### config.mk
export PLATFORM = sky130hd
export DESIGN_NAME = igu_pipe
export DESIGN_NICKNAME = d
export VERILOG_FILES = /design/src/rtl/igu_pipe.sv
export SDC_FILE = /design/constraint.sdc
export NUM_CORES = 1
export LEC_CHECK = 0
export CORE_MARGIN = 4
export CORE_UTILIZATION = 41
export DETAILED_ROUTE_END_ITERATION = 10
export PLACE_DENSITY = 0.87
export SLEW_MARGIN = 25
export SYNTH_ARGS = -nofsm -noshare
export SYNTH_HDL_FRONTEND = slang
export SYNTH_SLANG_ARGS = --single-unit
### constraint.sdc
create_clock -name clk_i -period 3.99 [get_ports clk_i]
set_clock_uncertainty 0.15 [all_clocks]
set_input_delay 0.798 -clock clk_i [delete_from_list [all_inputs] [get_ports clk_i]]
set_output_delay 0.798 -clock clk_i [all_outputs]
set_load 0.03 [all_outputs]
### src/rtl/igu_pipe.sv
// Immediate generation with a two-entry (main + skid) elastic buffer and 1-cycle latency.
// Define YSYX_23060251_IGU_TGT_EN to enable the pc + imm target adder; otherwise tgt_o is 0.
module igu_pipe #(
    parameter int XLEN = 64
) (
    input  logic            clk_i,
    input  logic            rst_i,
    input  logic            flush_i,
    input  logic            in_valid_i,
    output logic            in_ready_o,
    input  logic [5:0]      imm_sel_i,
    input  logic [31:0]     inst_i,
    input  logic [XLEN-1:0] pc_i,
    output logic            out_valid_o,
    input  logic            out_ready_i,
    output logic [XLEN-1:0] imm_o,
    output logic [XLEN-1:0] tgt_o,
    output logic            sel_err_o
);

    logic [31:0]     raw;
    logic [XLEN-1:0] imm_n, tgt_n;
    logic            err_n;

    always_comb begin
        raw   = '0;
        err_n = |(imm_sel_i & (imm_sel_i - 6'd1));
        case (imm_sel_i)
            6'b000001: raw = {{20{inst_i[31]}}, inst_i[31:20]};
            6'b000010: raw = {{20{inst_i[31]}}, inst_i[31:25], inst_i[11:7]};
            6'b000100: raw = {{20{inst_i[31]}}, inst_i[7], inst_i[30:25], inst_i[11:8], 1'b0};
            6'b001000: raw = {inst_i[31:12], 12'b0};
            6'b010000: raw = {{12{inst_i[31]}}, inst_i[19:12], inst_i[20], inst_i[30:21], 1'b0};
            6'b100000: raw = {27'b0, inst_i[19:15]};
            default:   raw = '0;
        endcase
    end

    // Every format is produced as a signed 32-bit value; widen once for RV64.
    generate
        if (XLEN > 32) begin : g_sext
            assign imm_n = {{(XLEN-32){raw[31]}}, raw};
        end else begin : g_nosext
            assign imm_n = raw[XLEN-1:0];
        end
    endgenerate

`ifdef YSYX_23060251_IGU_TGT_EN
    assign tgt_n = pc_i + imm_n;
`else
    logic unused_pc;
    assign unused_pc = ^pc_i;
    assign tgt_n     = '0;
`endif

    logic            m_vld_q, m_vld_d, s_vld_q, s_vld_d, rdy_q, rdy_d;
    logic [XLEN-1:0] m_imm_q, m_imm_d, m_tgt_q, m_tgt_d;
    logic [XLEN-1:0] s_imm_q, s_imm_d, s_tgt_q, s_tgt_d;
    logic            m_err_q, m_err_d, s_err_q, s_err_d;
    logic            acc, drn;

    assign acc = in_valid_i & in_ready_o;
    assign drn = m_vld_q & out_ready_i;

    always_comb begin
        m_vld_d = m_vld_q;
        m_imm_d = m_imm_q;
        m_tgt_d = m_tgt_q;
        m_err_d = m_err_q;
        s_vld_d = s_vld_q;
        s_imm_d = s_imm_q;
        s_tgt_d = s_tgt_q;
        s_err_d = s_err_q;
        if (flush_i) begin
            m_vld_d = 1'b0;
            s_vld_d = 1'b0;
        end else if (!m_vld_q || drn) begin
            // Skid is only ever full while main is held, so it refills main first.
            if (s_vld_q) begin
                m_vld_d = 1'b1;
                m_imm_d = s_imm_q;
                m_tgt_d = s_tgt_q;
                m_err_d = s_err_q;
                s_vld_d = 1'b0;
            end else if (acc) begin
                m_vld_d = 1'b1;
                m_imm_d = imm_n;
                m_tgt_d = tgt_n;
                m_err_d = err_n;
            end else begin
                m_vld_d = 1'b0;
            end
        end else if (acc) begin
            s_vld_d = 1'b1;
            s_imm_d = imm_n;
            s_tgt_d = tgt_n;
            s_err_d = err_n;
        end
        rdy_d = !s_vld_d;
    end

    always_ff @(posedge clk_i) begin
        if (rst_i) begin
            m_vld_q <= 1'b0;
            m_imm_q <= '0;
            m_tgt_q <= '0;
            m_err_q <= 1'b0;
            s_vld_q <= 1'b0;
            s_imm_q <= '0;
            s_tgt_q <= '0;
            s_err_q <= 1'b0;
            rdy_q   <= 1'b1;
        end else begin
            m_vld_q <= m_vld_d;
            m_imm_q <= m_imm_d;
            m_tgt_q <= m_tgt_d;
            m_err_q <= m_err_d;
            s_vld_q <= s_vld_d;
            s_imm_q <= s_imm_d;
            s_tgt_q <= s_tgt_d;
            s_err_q <= s_err_d;
            rdy_q   <= rdy_d;
        end
    end

    // Held low while reset is asserted so nothing is offered during reset.
    assign in_ready_o  = rdy_q & ~rst_i;
    assign out_valid_o = m_vld_q;
    assign imm_o       = m_imm_q;
    assign tgt_o       = m_tgt_q;
    assign sel_err_o   = m_err_q;

endmodule

==> run summary, run 1 <==
run status -> complete, no violations
post-CTS resize count -> 0
Int Power -> 0.00113 W
clock buffers created by TritonCTS -> 9
Ant. Diodes -> 0
Switching Power -> 0.000452 W
number of fill cells in the layout -> 875
proportion of power drawn by flip-flops and latches -> 45.1%
initial antenna violation count -> 0
path type of the worst setup path -> reg2out
Global Route Usage Sum -> 17.2%
main area contributors after synthesis -> sky130_fd_sc_hd__dfxtp_1 34%, sky130_fd_sc_hd__buf_4 18%, sky130_fd_sc_hd__nor2_1 5.3%, sky130_fd_sc_hd__nand2_1 4.4%, sky130_fd_sc_hd__a221oi_2 3.7%
startpoint of the worst register-to-register path -> s_vld_q$_SDFF_PP0_
total setup buffers inserted after CTS -> 0
remaining number of nets flagged by the antenna check after routing -> 0
placer congestion estimate -> 0.839
Chip Height -> 107 µm
share of final-layout standard cells stronger than drive strength 1 -> 11.6%
Seq cells post-synth -> 69
via count -> 3464
largest net degree at the start of global routing -> 67
overall routed net length -> 10200 µm
number of H-tree branching levels -> 3
ordered cell list for the critical path -> clkdlybuf4s50_1
CP startpoint -> imm_o[62]$_SDFFE_PP0P_
number of placement rows -> 35
total of buffers placed on input and output ports -> 102
count of endpoints failing hold in the final timing report -> 0
maximum clock path buffer count -> 2
leading area contributor after synthesis -> sky130_fd_sc_hd__dfxtp_1
Worst-path clk slew -> 60 ps
final-stage net count -> 640
highest net fanout along the worst path -> 34
area of all placed cells without fillers -> 4810 µm²
global-route wire length before repair -> 15800 µm
CP Capture Type -> output port
number of setup violations in the final report -> 0
number of top-level pins -> 238
effective utilization at floorplan -> 42.8%
Pre-antenna DRT Iters -> 5
worst reg2reg setup slack -> 1660 ps
class of the tightest hold or removal check -> reg2reg
headroom to the max-slew limit -> 40.1%
required time at the endpoint of the critical path -> 3040 ps
combinational share of power -> 18.7%
final max-slew violation count -> 0
setup repair after global routing missed its margin -> false
slowest cell on the critical path -> sky130_fd_sc_hd__dfxtp_1
transition time of the tightest slew-check pin -> 897 ps
worst IR drop on VDD -> 0.196 mV
number of global-route vias before repair -> 3292
CTS tree -> built
family of cells with the greatest summed delay on the critical path -> flip-flops
top-area cell type share of the netlist area -> 34.4%
post-DR vias/cell -> 5.21
netlist area before placement -> 4010 µm²
Die ar. -> 11400 µm²
share of the clock period used by the worst path after layout -> 75.9%
number of max-cap violations -> 0
DRC marker count from the first detailed-route iteration -> 227
area growth from synthesis to layout -> 20.0%
number of different library cells in the post-synthesis netlist -> 50
GR Overflow Total -> 0
leakage dissipation -> 1.74 nW
CP Launch Type -> flop
post-synthesis sequential area ratio -> 34.4%
clock tree root driver cell -> sky130_fd_sc_hd__clkbuf_8
DRC Markers -> 0
post-route minimum period -> 3030 ps
Post-Synthesis Cells -> 476
Worst path max stage delay -> 910 ps
Routed wire per std cell -> 15.3 µm
Sinks on Clock Net -> 69
average cell area after synthesis -> 8.43 µm²
Hold Path Origin -> s_imm_q[8]$_SDFFE_PP0P_
dominant synthesized flop cell -> sky130_fd_sc_hd__dfxtp_1
async set-reset flop share out of synthesis -> 0%
number of flops mapped to enable cells by yosys -> 0
Setup TNS Final -> 0 ps
number of buffers and inverters on the critical path -> 1
fraction of power spent switching nets -> 28.6%
horizontal die dimension -> 107 µm
Floorplan Core Area -> 9370 µm²
achievable frequency -> 0.330 GHz
count of synthesis-stage warnings from yosys -> 0
total placed instance area -> 4620 µm²
data arrival time of the worst path -> 2080 ps
number of hold buffers added after cts -> 0
areal power density over the cells -> 328 nW/µm²
final HPWL from detailed placement -> 7650 µm
part of the power in the clock network -> 36.2%
insertion delay to the later sink of the worst-skew pair -> 340 ps
synth_stat cells, types with 2 or more instances:
| cell | instances |
|---|---|
| sky130_fd_sc_hd__a2111oi_2 | 8 |
| sky130_fd_sc_hd__a211oi_1 | 13 |
| sky130_fd_sc_hd__a211oi_2 | 11 |
| sky130_fd_sc_hd__a21oi_1 | 18 |
| sky130_fd_sc_hd__a221oi_1 | 7 |
| sky130_fd_sc_hd__a221oi_2 | 10 |
| sky130_fd_sc_hd__and3_1 | 4 |
| sky130_fd_sc_hd__buf_1 | 2 |
| sky130_fd_sc_hd__buf_2 | 11 |
| sky130_fd_sc_hd__buf_4 | 96 |
| sky130_fd_sc_hd__buf_6 | 4 |
| sky130_fd_sc_hd__clkbuf_1 | 16 |
| sky130_fd_sc_hd__dfxtp_1 | 69 |
| sky130_fd_sc_hd__inv_1 | 4 |
| sky130_fd_sc_hd__nand2_1 | 47 |
| sky130_fd_sc_hd__nand2b_1 | 2 |
| sky130_fd_sc_hd__nand3_1 | 21 |
| sky130_fd_sc_hd__nand3b_1 | 2 |
| sky130_fd_sc_hd__nand4_1 | 4 |
| sky130_fd_sc_hd__nor2_1 | 57 |
| sky130_fd_sc_hd__nor2b_1 | 2 |
| sky130_fd_sc_hd__nor3_1 | 13 |
| sky130_fd_sc_hd__nor4_1 | 3 |
| sky130_fd_sc_hd__o21ai_0 | 20 |
| sky130_fd_sc_hd__o21bai_1 | 4 |
| sky130_fd_sc_hd__xor2_1 | 4 |
worst paths after layout:
kind                                           endpoint  cells past startpoint
worst max register to register   imm_o[12]$_SDFFE_PP0P_                      4
worst min-delay path            s_imm_q[8]$_SDFFE_PP0P_                      2
worst max-delay path                          imm_o[50]                      1
worst min register to register  s_imm_q[8]$_SDFFE_PP0P_                      2
per-stage QoR:
| step | hold slack (ps) | setup WS, ps | instances | util, % | total power, W |
|---|---|---|---|---|---|
| floorplan | 282 | 1400 | 539 | - | 0.000982 |
| global route | 328 | 742 | 665 | 51.4 | 0.00165 |
| global placement | 288 | 376 | 651 | 49.2 | 0.00102 |
| finish | 306 | 962 | 665 | 51.4 | 0.00158 |
| detailed placement | 298 | 714 | 651 | 49.3 | 0.00102 |
| CTS | 307 | 895 | 665 | 51.4 | 0.00159 |
logic make-up (layout without fill, tap and decap cells):
kind of cell              after synthesis  after routing  synth area share [%]
buffers and inverters                 134            131                  22.6
muxes                                   2              2                 0.530
DFF                                    69             69                  34.4
xor gates and xnor gates                5              5                  1.09
and+or+nand+nor                       160            160                  18.2
AOI/OAI and AO/OA                     105            105                  23.0
other                                   1             64                0.0935
state kept, by name, indices dropped and copies added (netlist names):
register     count
sel_err_o        1
s_vld_q          1
s_err_q          1
rdy_q            1
imm_o           32
out_valid_o      1
s_imm_q         32
layout make-up:
cell class / count / area [µm²] / area share [%]
multi-input cells: 336 / 1960 / 40.8
flip-flops and latches: 69 / 1380 / 28.7
repair buffers: 112 / 1090 / 22.7
clock buffers: 13 / 169 / 3.51
well taps: 129 / 161 / 3.35
clock inverters: 1 / 30.0 / 0.624
inverters: 5 / 18.8 / 0.390
worst min-delay path, stage by stage, from the launching register on:
cell and delay (ps):
sky130_fd_sc_hd__dfxtp_1 310, sky130_fd_sc_hd__nand2_1 50, sky130_fd_sc_hd__a21oi_1 50
placed cells by master (no fill, tap or decap), drive strengths merged, types with 2 or more instances in the layout:
| master | count |
|---|---|
| inv | 4 |
| nand2b | 2 |
| a2111oi | 8 |
| o211ai | 2 |
| nor2 | 58 |
| nor3 | 15 |
| clkdlybuf4s50 | 101 |
| nand2 | 47 |
| conb | 64 |
| nand4 | 4 |
| and3 | 4 |
| dfxtp | 69 |
| nand3b | 2 |
| a211oi | 24 |
| o21bai | 4 |
| buf | 11 |
| o21ai | 21 |
| nor2b | 2 |
| xor2 | 4 |
| nor4 | 3 |
| a21oi | 18 |
| clkbuf | 13 |
| nand3 | 21 |
| a221oi | 17 |
power groups by stage:
stage	registers (W)	logic, W	clock network [W]
2_1_floorplan	0.000755	0.000227	0
3_3_place_gp	0.000728	0.000287	0
3_5_place_dp	0.000729	0.000293	0
4_1_cts	0.000713	0.000294	0.000582
5_1_grt	0.000715	0.000313	0.000618
6_report	0.000713	0.000296	0.000572
layer usage:
layer	global-route usage (%)	wire length [µm]	part of all wire (%)	up-vias
met5	0	0	0	-
met4	7.40	208	2.0	0
met3	6.20	945	9.3	21
met2	30.3	5210	51	174
met1	18.4	3840	38	1657
li1	-	-	-	1612
Power figures use the tool's default switching activity.
==> run 2: changes to the inputs <==
CORE_UTILIZATION = 35   (was 41)
PLACE_DENSITY = 0.79   (was 0.87)
clock period = 2.4 ns   (was 3.99 ns; I/O delays follow)
==> run 2 against run 1 <==
Net effect: final cell count up 6.0%; critical endpoint is now imm_o[57]; sequential share of layout area down 2.2 points; first-iteration DRC count did not move; wire length rose by 1.3%; critical path type unchanged; highest routed layer unchanged.
==> run summary, run 2 (same netlist as run 1, synthesis figures left out) <==
clock tree root driver cell -> sky130_fd_sc_hd__clkbuf_16
most frequent cells in the layout -> 99 x sky130_fd_sc_hd__clkdlybuf4s50_1, 69 x sky130_fd_sc_hd__dfxtp_1, 64 x sky130_fd_sc_hd__conb_1
data arrival time of the worst path -> 1680 ps (-400 ps)
areal power density over the cells -> 609 nW/µm² (+85%)
Pre-antenna DRT Iters -> 4 (-1)
CP Launch Type -> flop
Ant. Diodes -> 0 (unchanged)
Die ar. -> 13200 µm² (+16%)
depth of the most critical reg-to-reg path -> 6 (+2)
total setup buffers inserted after CTS -> 0 (unchanged)
Global Route Usage Sum -> 15.1% (-2.1 points)
via count -> 3466 (+0.058%)
setup repair after global routing missed its margin -> false
leakage dissipation -> 1.97 nW (+13%)
number of global-route vias before repair -> 3240 (-1.6%)
Floorplan Core Area -> 11000 µm² (+18%)
post-DR vias/cell -> 4.92 (-5.6%)
run status -> complete, no violations
number of setup violations in the final report -> 0 (unchanged)
final core area utilization -> 47.2% (-4.2 points)
path type of the worst setup path -> reg2out
minimum setup slack after placement -> -232 ps (-946 ps)
share of the clock period used by the worst path after layout -> 96.1%
DRC Markers -> 0 (unchanged)
share of final-layout standard cells stronger than drive strength 1 -> 16.5% (+4.9 points)
final max-slew violation count -> 0 (unchanged)
count of endpoints failing hold in the final timing report -> 0 (unchanged)
GR Overflow Total -> 0 (unchanged)
Routed wire per std cell -> 14.6 µm (-4.5%)
effective utilization at floorplan -> 36.4% (-6.4 points)
number of instances on the worst hold path -> 2 (unchanged)
worst reg2reg setup slack -> 560 ps (-1100 ps)
global-route wire length before repair -> 15900 µm (+1.0%)
Sinks on Clock Net -> 69 (unchanged)
total of buffers placed on input and output ports -> 102 (unchanged)
number of max-cap violations -> 0 (unchanged)
placer congestion estimate -> 0.897 (+6.9%)
worst flop-to-flop path endpoint -> s_imm_q[17]$_SDFFE_PP0P_
required time at the endpoint of the critical path -> 1770 ps (-1270 ps)
Hold Path Origin -> rst_i
DRC marker count from the first detailed-route iteration -> 227 (unchanged)
achievable frequency -> 0.433 GHz
class of the tightest hold or removal check -> in2reg
worst IR drop on VDD -> 0.378 mV (+92%)
remaining number of nets flagged by the antenna check after routing -> 0 (unchanged)
overall routed net length -> 10300 µm (+1.3%)
number of H-tree branching levels -> 3 (unchanged)
number of placement rows -> 38 (+8.6%)
clock buffers created by TritonCTS -> 9 (unchanged)
insertion delay to the later sink of the worst-skew pair -> 330 ps (about the same)
worst-case hold path end point -> out_valid_o$_SDFFE_PP0P_
final-stage net count -> 667 (+4.2%)
Worst Slack Setup Final -> 92.9 ps (-869 ps)
final HPWL from detailed placement -> 7790 µm (+1.8%)
largest net degree at the start of global routing -> 67 (unchanged)
transition time of the tightest slew-check pin -> 841 ps (-55.8 ps)
post-route minimum period -> 2310 ps
highest net fanout along the worst path -> 33 (-2.9%)
horizontal die dimension -> 115 µm (+7.6%)
initial antenna violation count -> 0 (unchanged)
most common cell after layout, fill and taps aside -> sky130_fd_sc_hd__clkdlybuf4s50_1
Chip Height -> 115 µm (+7.6%)
headroom to the max-slew limit -> 43.9% (+3.8 points)
area growth from synthesis to layout -> 29.8%
number of top-level pins -> 238 (unchanged)
Worst-path clk slew -> 60 ps (about the same)
CP Capture Type -> output port
startpoint of the worst register-to-register path -> out_valid_o$_SDFFE_PP0P_
CTS tree -> built
maximum clock path buffer count -> 2 (unchanged)
[run 2: metal layers]
layer | GRT usage, % | share of wire (%)
met3 | 3.74 | 8.6
met2 | 25.8 | 50
met4 | 5.79 | 1.5
met1 | 18.1 | 40
met5 | 0 | 0
[run 2: final cells by class]
cell class / count / area (µm²)
multi-input cells: 336 / 1970
well taps: 140 / 175
fillers: 1030 / 5820
repair buffers: 139 / 1330
clock inverters: 5 / 81.3
inverters: 5 / 18.8
clock buffers: 11 / 253
flip-flops and latches: 69 / 1380
[run 2: worst max path at each step]
| stage | startpoint | endpoint | slack [ps] |
|---|---|---|---|
| 6_report | imm_o[62]$_SDFFE_PP0P_ | imm_o[57] | 90 |
| 5_1_grt | imm_o[62]$_SDFFE_PP0P_ | imm_o[45] | 0.03 |
| 4_1_cts | imm_o[62]$_SDFFE_PP0P_ | imm_o[36] | 40 |
| 3_5_place_dp | imm_sel_i[0] | imm_o[14]$_SDFFE_PP0P_ | -230 |
| 3_3_place_gp | imm_sel_i[1] | imm_o[13]$_SDFFE_PP0P_ | -190 |
| 2_1_floorplan | rst_i | imm_o[19]$_SDFFE_PP0P_ | 400 |
[run 2: critical path: stages (launching register included)]
cell and delay [ps]:
sky130_fd_sc_hd__dfxtp_1 330, sky130_fd_sc_hd__buf_4 280, sky130_fd_sc_hd__clkdlybuf4s50_1 730
[run 2: where the power goes]
group,internal [W],switching [W]
Combinational,0.000177,0.000346
Clock,0.000968,0.000496
Sequential,0.00117,0.0000133
[run 2: timing repair]
| item | in CTS | in global routing |
|---|---|---|
| setup endpoints to repair | 0 | 13 |
| hold buffers | 0 | 0 |
| resized for setup | 0 | 3 |
[run 2: per-stage QoR]
step	power [W]	setup TNS [ps]	instance area, µm²	std cells	hold WS [ps]
after floorplan	0.00163	0	4250	539	282
after global placement	0.00172	-3520	4860	689	288
after detailed placement	0.00173	-5060	4860	689	294
after CTS	0.00319	0	5200	705	214
after global routing	0.00327	0	5210	705	235
final	0.00317	0	5210	705	228
==> run 3: changes to the inputs <==
CORE_UTILIZATION = 41   (was 35)
PLACE_DENSITY = 0.87   (was 0.79)
clock period = 2.9 ns   (was 2.4 ns; I/O delays follow)
==> run 3 against run 2 <==
Net effect: worst hold slack improved by 83 ps; die area decreased by 14%; setup slack improved by 270 ps; via count decreased by 1.4%; flip-flop and latch count unchanged; power decreased by 26%; wire length about the same; critical path depth increased by 4; clock-buffer cell count decreased by 1.
==> run summary, run 3 (same netlist as run 1, synthesis figures left out) <==
initial antenna violation count -> 0 (unchanged)
worst reg2reg setup slack -> 550 ps (about the same)
final max-slew violation count -> 0 (unchanged)
ordered cell list for the critical path -> clkdlybuf4s50_1, buf_4, o21ai_0, o2111ai_1, and3_1, a2111oi_2
headroom to the max-slew limit -> 44.1% (+0.15 points)
number of max-cap violations -> 0 (unchanged)
total of buffers placed on input and output ports -> 102 (unchanged)
total setup buffers inserted after CTS -> 0 (unchanged)
proportion of power drawn by flip-flops and latches -> 41.8% (+4.4 points)
number of global-route vias before repair -> 3166 (-2.3%)
depth of the most critical reg-to-reg path -> 3 (-3)
Worst-path clk slew -> 70 ps (about the same)
clock tree root driver cell -> sky130_fd_sc_hd__clkbuf_8
worst IR drop on VDD -> 0.302 mV (-20%)
final-stage net count -> 649 (-2.7%)
via count -> 3417 (-1.4%)
CP Launch Type -> input pin
area growth from synthesis to layout -> 22.9%
overall routed net length -> 10300 µm (about the same)
post-route minimum period -> 2540 ps
combinational share of power -> 17.9% (+1.4 points)
transition time of the tightest slew-check pin -> 839 ps (-2.27 ps)
GR Overflow Total -> 0 (unchanged)
clock buffers created by TritonCTS -> 9 (unchanged)
count of endpoints failing hold in the final timing report -> 0 (unchanged)
Global Route Usage Sum -> 17.2% (+2.1 points)
Pre-antenna DRT Iters -> 4 (unchanged)
number of H-tree branching levels -> 3 (unchanged)
number of top-level pins -> 238 (unchanged)
leakage dissipation -> 1.81 nW (-8.2%)
number of instances on the worst hold path -> 2 (unchanged)
count of cell instances traversed by the critical path -> 6 (+4)
startpoint of the worst register-to-register path -> s_vld_q$_SDFF_PP0_
share of the clock period used by the worst path after layout -> 87.6%
worst flop-to-flop path endpoint -> imm_o[19]$_SDFFE_PP0P_
CTS tree -> built
Sinks on Clock Net -> 69 (unchanged)
Int Power -> 0.00167 W (-28%)
Switching Power -> 0.000667 W (-22%)
Routed wire per std cell -> 15.3 µm (+4.3%)
Worst Slack Setup Final -> 359 ps (+266 ps)
Floorplan Core Area -> 9370 µm² (-15%)
Worst path max stage delay -> 600 ps (-130 ps)
path type of the worst setup path -> in2reg
largest net degree at the start of global routing -> 68 (+1.5%)
insertion delay to the later sink of the worst-skew pair -> 350 ps (+20 ps)
CP Capture Type -> flop
post-DR vias/cell -> 5.05 (+2.8%)
Worst Hold Margin -> 311 ps (+83.1 ps)
part of the power in the clock network -> 40.3% (-5.9 points)
minimum setup slack after placement -> 36.9 ps (+269 ps)
highest net fanout along the worst path -> 8 (-76%)
number of placement rows -> 35 (-7.9%)
run status -> complete, no violations
effective utilization at floorplan -> 42.8% (+6.4 points)
achievable frequency -> 0.394 GHz
final HPWL from detailed placement -> 7740 µm (-0.66%)
areal power density over the cells -> 475 nW/µm² (-22%)
setup repair after global routing missed its margin -> false
Ant. Diodes -> 0 (unchanged)
global-route wire length before repair -> 15700 µm (-1.8%)
most common cell after layout, fill and taps aside -> sky130_fd_sc_hd__clkdlybuf4s50_1
DRC marker count from the first detailed-route iteration -> 192 (-15%)
Setup TNS Final -> 0 ps (unchanged)
slowest cell on the critical path -> sky130_fd_sc_hd__clkdlybuf4s50_1
data arrival time of the worst path -> 2640 ps (+960 ps)
number of setup violations in the final report -> 0 (unchanged)
DRC Markers -> 0 (unchanged)
number of hold buffers added after cts -> 0 (unchanged)
Die ar. -> 11400 µm² (-14%)
maximum clock path buffer count -> 2 (unchanged)
critical path capture point -> imm_o[19]$_SDFFE_PP0P_
share of final-layout standard cells stronger than drive strength 1 -> 13.2% (-3.3 points)
remaining number of nets flagged by the antenna check after routing -> 0 (unchanged)
number of buffers and inverters on the critical path -> 2 (unchanged)
post-CTS resize count -> 0 (unchanged)
placer congestion estimate -> 0.820 (-8.6%)
fraction of power spent switching nets -> 28.5% (+1.5 points)
horizontal die dimension -> 107 µm (-7.1%)
CP startpoint -> imm_sel_i[0]
Chip Height -> 107 µm (-7.1%)
family of cells with the greatest summed delay on the critical path -> buffers and inverters
required time at the endpoint of the critical path -> 2990 ps (+1220 ps)
most frequent cells in the layout -> 101 x sky130_fd_sc_hd__clkdlybuf4s50_1, 69 x sky130_fd_sc_hd__dfxtp_1, 64 x sky130_fd_sc_hd__conb_1
class of the tightest hold or removal check -> reg2reg
## run 3: layer usage
metal,GRT usage [%],share of wire [%]
met4,5.11,1.7
met2,30.5,51
met1,19.7,38
met3,5.24,9.2
met5,0,0
## run 3: power by group through the flow
stage	registers, W	clock network [W]	logic (W)
floorplan	0.00104	0	0.000313
global placement	0.00100	0	0.000408
detailed placement	0.00100	0	0.000415
CTS	0.000980	0.000945	0.000417
global route	0.000982	0.000990	0.000443
finish	0.000980	0.000943	0.000419
## run 3: how the worst min path moves through the flow
stage	startpoint	end	slack (ps)
floorplan	s_imm_q[10]$_SDFFE_PP0P_	s_imm_q[10]$_SDFFE_PP0P_	280
global placement	s_imm_q[5]$_SDFFE_PP0P_	s_imm_q[5]$_SDFFE_PP0P_	290
detailed placement	s_imm_q[7]$_SDFFE_PP0P_	s_imm_q[7]$_SDFFE_PP0P_	290
CTS	s_imm_q[7]$_SDFFE_PP0P_	s_imm_q[7]$_SDFFE_PP0P_	300
global route	s_imm_q[7]$_SDFFE_PP0P_	s_imm_q[7]$_SDFFE_PP0P_	320
finish	imm_o[3]$_SDFFE_PP0P_	imm_o[3]$_SDFFE_PP0P_	310
## run 3: final cells by class
class                      count  area [µm²]
multi-input combinational    336        1960
clock buffer                  10         128
inverter                       5        18.8
timing repair buffer         121        1170
clock inverter                 6         111
tap                          129         161
sequential                    69        1380
fill                         874        4440
## run 3: metrics by stage
step | utilization (%) | cell area [µm²] | instances | total power (W)
floorplan | - | 4250 | 539 | 0.00135
global placement | 50.1 | 4690 | 660 | 0.00141
detailed placement | 50.1 | 4690 | 660 | 0.00142
CTS | 52.6 | 4930 | 676 | 0.00234
global route | 52.6 | 4930 | 676 | 0.00241
finish | 52.6 | 4930 | 676 | 0.00234
## run 3: tightest hold or removal path: stages (launching register included)
cell and delay, ps:
sky130_fd_sc_hd__dfxtp_1 310, sky130_fd_sc_hd__nand2_1 50, sky130_fd_sc_hd__a21oi_1 60
